**src/rtl/ctrl_pkg.sv**
```systemverilog
// Shared encodings for the control sequencer: FSM states, instruction
// class field, legal ALU function ranges, branch and system codes.
package ctrl_pkg;

    typedef enum logic [1:0] {
        ST_FETCH   = 2'd0,
        ST_DECODE  = 2'd1,
        ST_EXECUTE = 2'd2,
        ST_HALT    = 2'd3
    } state_t;

    typedef enum logic [1:0] {
        CLS_ALU_R  = 2'b00,
        CLS_ALU_I  = 2'b01,
        CLS_BRANCH = 2'b10,
        CLS_SYS    = 2'b11
    } cls_t;

    // Legal ALU function selects: a low contiguous block and a short high block.
    localparam logic [4:0] FS_LO_LAST  = 5'd11;
    localparam logic [4:0] FS_HI_FIRST = 5'd28;
    localparam logic [4:0] FS_HI_LAST  = 5'd30;

    localparam logic [4:0] BR_BZ  = 5'd0;
    localparam logic [4:0] BR_BNZ = 5'd1;
    localparam logic [4:0] BR_BN  = 5'd2;
    localparam logic [4:0] BR_BC  = 5'd3;
    localparam logic [4:0] BR_BV  = 5'd4;
    localparam logic [4:0] BR_JMP = 5'd5;

    localparam logic [4:0] SYS_NOP  = 5'd0;
    localparam logic [4:0] SYS_HALT = 5'd1;

    // Latched ALU status, in {c, v, z, n} order.
    typedef struct packed {
        logic c;
        logic v;
        logic z;
        logic n;
    } flags_t;

    function automatic logic fs_legal(input logic [4:0] f);
        return (f <= FS_LO_LAST) || ((f >= FS_HI_FIRST) && (f <= FS_HI_LAST));
    endfunction

endpackage

```
**src/rtl/branch_cond.sv**
```systemverilog
// Branch condition evaluation against the latched flag register.
module branch_cond
    import ctrl_pkg::*;
(
    input  logic [4:0] code,
    input  flags_t     flags,
    output logic       taken
);

    // Map branch code to its flag test; unknown codes never branch.
    always_comb begin
        taken = 1'b0;
        case (code)
            BR_BZ:   taken = flags.z;
            BR_BNZ:  taken = ~flags.z;
            BR_BN:   taken = flags.n;
            BR_BC:   taken = flags.c;
            BR_BV:   taken = flags.v;
            BR_JMP:  taken = 1'b1;
            default: taken = 1'b0;
        endcase
    end

endmodule

```
**src/rtl/control_sequencer.sv**
```systemverilog
// Fetch/decode/execute control sequencer driving an external ALU and
// register file. Optional retired-instruction counter: CTRL_RETIRE_CNT_EN.
module control_sequencer
    import ctrl_pkg::*;
(
    input  logic        clk,
    input  logic        rst_n,
    output logic        imem_req,
    output logic [31:0] imem_addr,
    input  logic [31:0] imem_rdata,
    input  logic        imem_valid,
    output logic [4:0]  fs,
    output logic [4:0]  sh,
    output logic [4:0]  rf_wa,
    output logic [4:0]  rf_ra_a,
    output logic [4:0]  rf_ra_b,
    output logic        rf_we,
    output logic        b_sel,
    output logic [31:0] imm,
    input  logic        alu_c,
    input  logic        alu_v,
    input  logic        alu_z,
    input  logic        alu_n,
    output logic        halted,
    output logic        illegal
`ifdef CTRL_RETIRE_CNT_EN
    ,
    output logic [31:0] retired
`endif
);

    state_t      state, state_nx;
    logic [31:0] pc, pc_nx, ir;
    flags_t      flags;
    cls_t        cls;
    logic [4:0]  code;
    logic        legal, is_alu, is_halt, taken, exec, dec_ex;

    assign cls     = cls_t'(ir[31:30]);
    assign code    = ir[29:25];
    assign is_alu  = (cls == CLS_ALU_R) || (cls == CLS_ALU_I);
    assign is_halt = (cls == CLS_SYS) && (code == SYS_HALT);
    assign exec    = (state == ST_EXECUTE);
    assign dec_ex  = (state == ST_DECODE) || exec;

    branch_cond u_bc (
        .code  (code),
        .flags (flags),
        .taken (taken)
    );

    // Opcode legality per instruction class.
    always_comb begin
        legal = 1'b0;
        case (cls)
            CLS_ALU_R, CLS_ALU_I: legal = fs_legal(code);
            CLS_BRANCH:           legal = (code <= BR_JMP);
            default:              legal = (code <= SYS_HALT);
        endcase
    end

    // Next PC: relative branch target, hold on HALT, else sequential.
    always_comb begin
        pc_nx = pc;
        if ((cls == CLS_BRANCH) && taken)
            pc_nx = pc + 32'd1 + {{17{ir[14]}}, ir[14:0]};
        else if (!is_halt)
            pc_nx = pc + 32'd1;
    end

    // FSM next state; HALT only leaves through reset.
    always_comb begin
        state_nx = state;
        case (state)
            ST_FETCH:   if (imem_valid) state_nx = ST_DECODE;
            ST_DECODE:  state_nx = ST_EXECUTE;
            ST_EXECUTE: state_nx = (!legal || is_halt) ? ST_HALT : ST_FETCH;
            default:    state_nx = ST_HALT;
        endcase
    end

    // Architectural state: FSM, IR capture, PC/flag commit, sticky illegal.
    always_ff @(posedge clk or negedge rst_n) begin
        if (!rst_n) begin
            state   <= ST_FETCH;
            pc      <= '0;
            ir      <= '0;
            flags   <= '0;
            illegal <= 1'b0;
        end else begin
            state <= state_nx;
            if ((state == ST_FETCH) && imem_valid) ir <= imem_rdata;
            if (exec && legal) pc <= pc_nx;
            if (exec && legal && is_alu) flags <= '{c: alu_c, v: alu_v, z: alu_z, n: alu_n};
            if (exec && !legal) illegal <= 1'b1;
        end
    end

`ifdef CTRL_RETIRE_CNT_EN
    // Count every committed legal instruction except HALT.
    always_ff @(posedge clk or negedge rst_n) begin
        if (!rst_n)
            retired <= '0;
        else if (exec && legal && !is_halt)
            retired <= retired + 32'd1;
    end
`endif

    // Request is gated by reset so it drops immediately while rst_n is low.
    assign imem_req  = rst_n && (state == ST_FETCH);
    assign imem_addr = pc;
    assign halted    = (state == ST_HALT);
    assign rf_we     = exec && legal && is_alu;
    assign fs        = dec_ex ? code : 5'd0;
    assign rf_wa     = dec_ex ? ir[24:20] : 5'd0;
    assign rf_ra_a   = dec_ex ? ir[19:15] : 5'd0;
    assign rf_ra_b   = dec_ex ? ir[14:10] : 5'd0;
    assign sh        = dec_ex ? ir[4:0] : 5'd0;
    assign b_sel     = dec_ex && (cls == CLS_ALU_I);
    assign imm       = dec_ex ? {17'd0, ir[14:0]} : 32'd0;

endmodule

```
**config.mk**
```make
export PLATFORM = sky130hd
export DESIGN_NAME = control_sequencer
export DESIGN_NICKNAME = d
export VERILOG_FILES = /design/src/rtl/ctrl_pkg.sv /design/src/rtl/branch_cond.sv /design/src/rtl/control_sequencer.sv
export SDC_FILE = /design/constraint.sdc
export NUM_CORES = 1
export LEC_CHECK = 0
export CAP_MARGIN = 5
export CORE_UTILIZATION = 53
export CTS_BUF_LIST = sky130_fd_sc_hd__clkbuf_8
export DETAILED_ROUTE_END_ITERATION = 10
export GPL_TIMING_DRIVEN = 0
export HOLD_SLACK_MARGIN = 0.05
export PLACE_DENSITY = 0.87
export SYNTH_ARGS = -nofsm -noshare
export SYNTH_HDL_FRONTEND = slang
export SYNTH_SLANG_ARGS = --single-unit
```
**constraint.sdc**
```tcl
create_clock -name clk -period 5.2 [get_ports clk]
set_input_delay 1.56 -clock clk [delete_from_list [all_inputs] [get_ports clk]]
set_output_delay 1.56 -clock clk [all_outputs]
set_load 0.01 [all_outputs]
```
==> results.ini <==
[run_status]
status = finished, final reports clean

[clock_tree]
clk_path_buf_depth = 2
root_buffer = clkbuf_8
htree_num_levels = 3
cts.sinks = 71
cts_tree = done
clk_pin_slew_ns = 0.08
numCtsBuffers = 9
clock_latency_ns = 0.36

[placement]
portBuffers = 115
postPlaceCellArea_mm2 = 0.007211
hpwl_um = 12310
place_ws_ns = 0.5144
gp_congestion = 0.9309
dp.cells = 937

[sta]
report.final.slew_viol_count = 0
maxSlewHeadroom_pct = 27.12
worst_pin_slew_ns = 1.093
period_share_pct = 91.62
fin_hold_ws_ns = 0.4645
rsz0062_at_grt = false
fin_ws_ns = 0.4360
setup_viol = 0
worst_clock_skew_ns = 0.008409
final-hold-violation-count = 0
period_minus_slack_ns = 4.764
fmax_mhz = 209.9

[setup_path]
critical_path_class = reg -> reg
end_kind = register
crit_fanout = 6
critPathBufInv = 1
worst_path_most_repeated_cell = nand2_1
worst_setup_path_start_kind = register
cp_data_required_time_ns = 5.50
crit_chain = ha_1, nand2_1, nor4_1, nand2_1, inv_1, nand2_1, xnor2_1, ha_1, nor2_1, nand3_1, a2111oi_2, nor3_2, a31oi_1, a31oi_1, a41oi_1, mux2_2, a21oi_2
crit_slowest_cell = a2111oi_2
arrival_ns = 5.06
cp_top_family = compound AO/OA/AOI/OAI gates
critPathMaxStageDelay_ns = 0.60

[cells_and_area]
area_growth_pct = 27.61
fin_cells = 953
fin_util_pct = 70.82
fillers = 812
stdcell_area_mm2 = 0.007442
n_antenna_cell = 0
nets = 894
drive_above_1_share_pct = 12.00

[synth]
ys_async_sr_fraction_pct = 100.0
synth_compound_area_share_pct = 17.01
synthTopCellsByArea = dfrtp_1 (30%), ha_1 (9.0%), mux2_2 (6.4%)
netlist_area_mm2 = 0.005832
yosysWarnings = 0
yosys.area.top_type = dfrtp_1
muxShareOfSynthArea_pct = 7.080
synth_fa_ha_area_share_pct = 9.354
yosysMostFrequentCell = dfrtp_1
synth-main-ff-cell = dfrtp_1
netlist_instances = 670
synthDistinctLibCells = 67
synth_edf_count = 0
yosys.area_share.simple_pct = 21.56
yosys.area_share.xor_xnor_pct = 8.560
synth_top_area_share_pct = 30.47
synth.top_cells.by_count = dfrtp_1 (71), nand2_1 (70), a21oi_1 (50)
synth_seq_area_share_pct = 30.47
syn_area_per_cell_um2 = 8.704
ys_seq_elements = 71
synth_top_family_by_area = simple AND/OR/NAND/NOR gates

[floorplan]
rows = 37
start_util_pct = 55.49
die_w_um = 106.9
ioPinCount = 133
core_area_mm2 = 0.01051
dieArea_mm2 = 0.01143
fp.dieH_um = 106.9

[route]
totalWireLength_um = 16340
wl_per_cell_um = 17.14
drc = 0
route.met3.wl_um = 1067
wl_met1_um = 6813
detail_route.vias_per_cell = 5.869
via_count = 5593
wl_met2_um = 7841
final_antenna_net_count = 0
top_layer = met4
first_iter_violations = 430
drtPass1Iterations = 5

[global_routing]
antenna_found_initial = 0
global_route.overflow_total = 0
grt_pass1_vias = 5353
grt_max_degree = 73
grt_usage_pct = 28.96
grt_pass1_wl_um = 25920

[pwr]
powerDensity_mw_per_mm2 = 699.4
p_leak_nw = 3.290
ir_worst_vdd_mv = 0.4589

[worst_hold_path]
hp-class = reg -> reg

[run]
maxCapViolCount = 0

-- layer usage --
layer	up-vias	track usage [%]
met5	-	0
met4	0	15.95
met3	52	3.951
met2	268	47.05
met1	2630	37.22
li1	2643	-
-- cell type report --
| class | count | area [µm²] | area share (%) |
|---|---|---|---|
| Multi-Input combinational cell | 552 | 3771 | 50.67 |
| Sequential cell | 71 | 1777 | 23.87 |
| Timing Repair Buffer | 115 | 1149 | 15.43 |
| Buffer | 51 | 299.0 | 4.018 |
| Tap cell | 136 | 170.2 | 2.286 |
| Clock buffer | 11 | 151.4 | 2.034 |
| Clock inverter | 5 | 80.08 | 1.076 |
| Inverter | 12 | 45.04 | 0.6052 |
-- placed cells by master, fill, tap and decap left out, types with 33 or more instances in the layout --
cell	count
a21oi_1	50
and2_1	33
clkdlybuf4s50_1	114
dfrtp_1	71
ha_1	42
mux2_2	33
nand2_1	70
nor2_1	45
o21ai_0	33
xnor2_1	34
-- through the flow --
stage	setup TNS (ns)	total power, mW
after CTS	0	5.166
after floorplan	0	3.327
after global placement	-1.644	4.485
final	0	5.205
after detailed placement	0	4.614
after global routing	0	5.563
-- worst register-to-register path: cells and delay by family, from the launching register on --
kind	cells	cell delay, ns
AND/OR/NAND/NOR	7	1.35
adder cells (fa/ha/maj)	2	0.52
flip-flops	1	0.48
AO/OA/AOI/OAI	5	1.65
XOR/XNOR	1	0.16
buffers and inverters	1	0.17
multiplexers	1	0.38
-- sequential cells by signal (all words and copies together) (netlist names) --
signal     cells
flags          4
imem_addr     32
ir            32
state          2
illegal        1
-- path summary, 6_finish.rpt --
kind	start	end	slack, ns	depth (start not counted)
setup / recovery	imem_addr[0]	imem_addr[30]	0.44	17
min in group asynchronous	rst_n	imem_addr[13]	1.32	1
setup reg to reg	imem_addr[0]	imem_addr[30]	0.44	17
hold reg to reg	illegal	illegal	0.46	1
hold / removal	illegal	illegal	0.46	1
max in group asynchronous	rst_n	imem_addr[31]	3.26	1
-- report_power, final --
group | internal, mW | leakage, nW | switching [mW]
Sequential | 0.791 | 0.866 | 0.306
Clock | 0.295 | 0.112 | 0.221
Combinational | 1.74 | 2.31 | 1.85
-- cell families after synthesis --
kind of cell    after synthesis
simple gates                240
flops                        71
compound gates              158
buf+inv                      63
xor+xnor                     57
other cells                   1
mux                          37
fa+ha+maj                    43
-- repair_timing --
action,in CTS,in global routing
hold buffers,0,0
setup endpoints to repair,0,1
buffers inserted,0,0
gates resized for setup,0,1
Note: power is estimated with default switching activity, not from simulation.
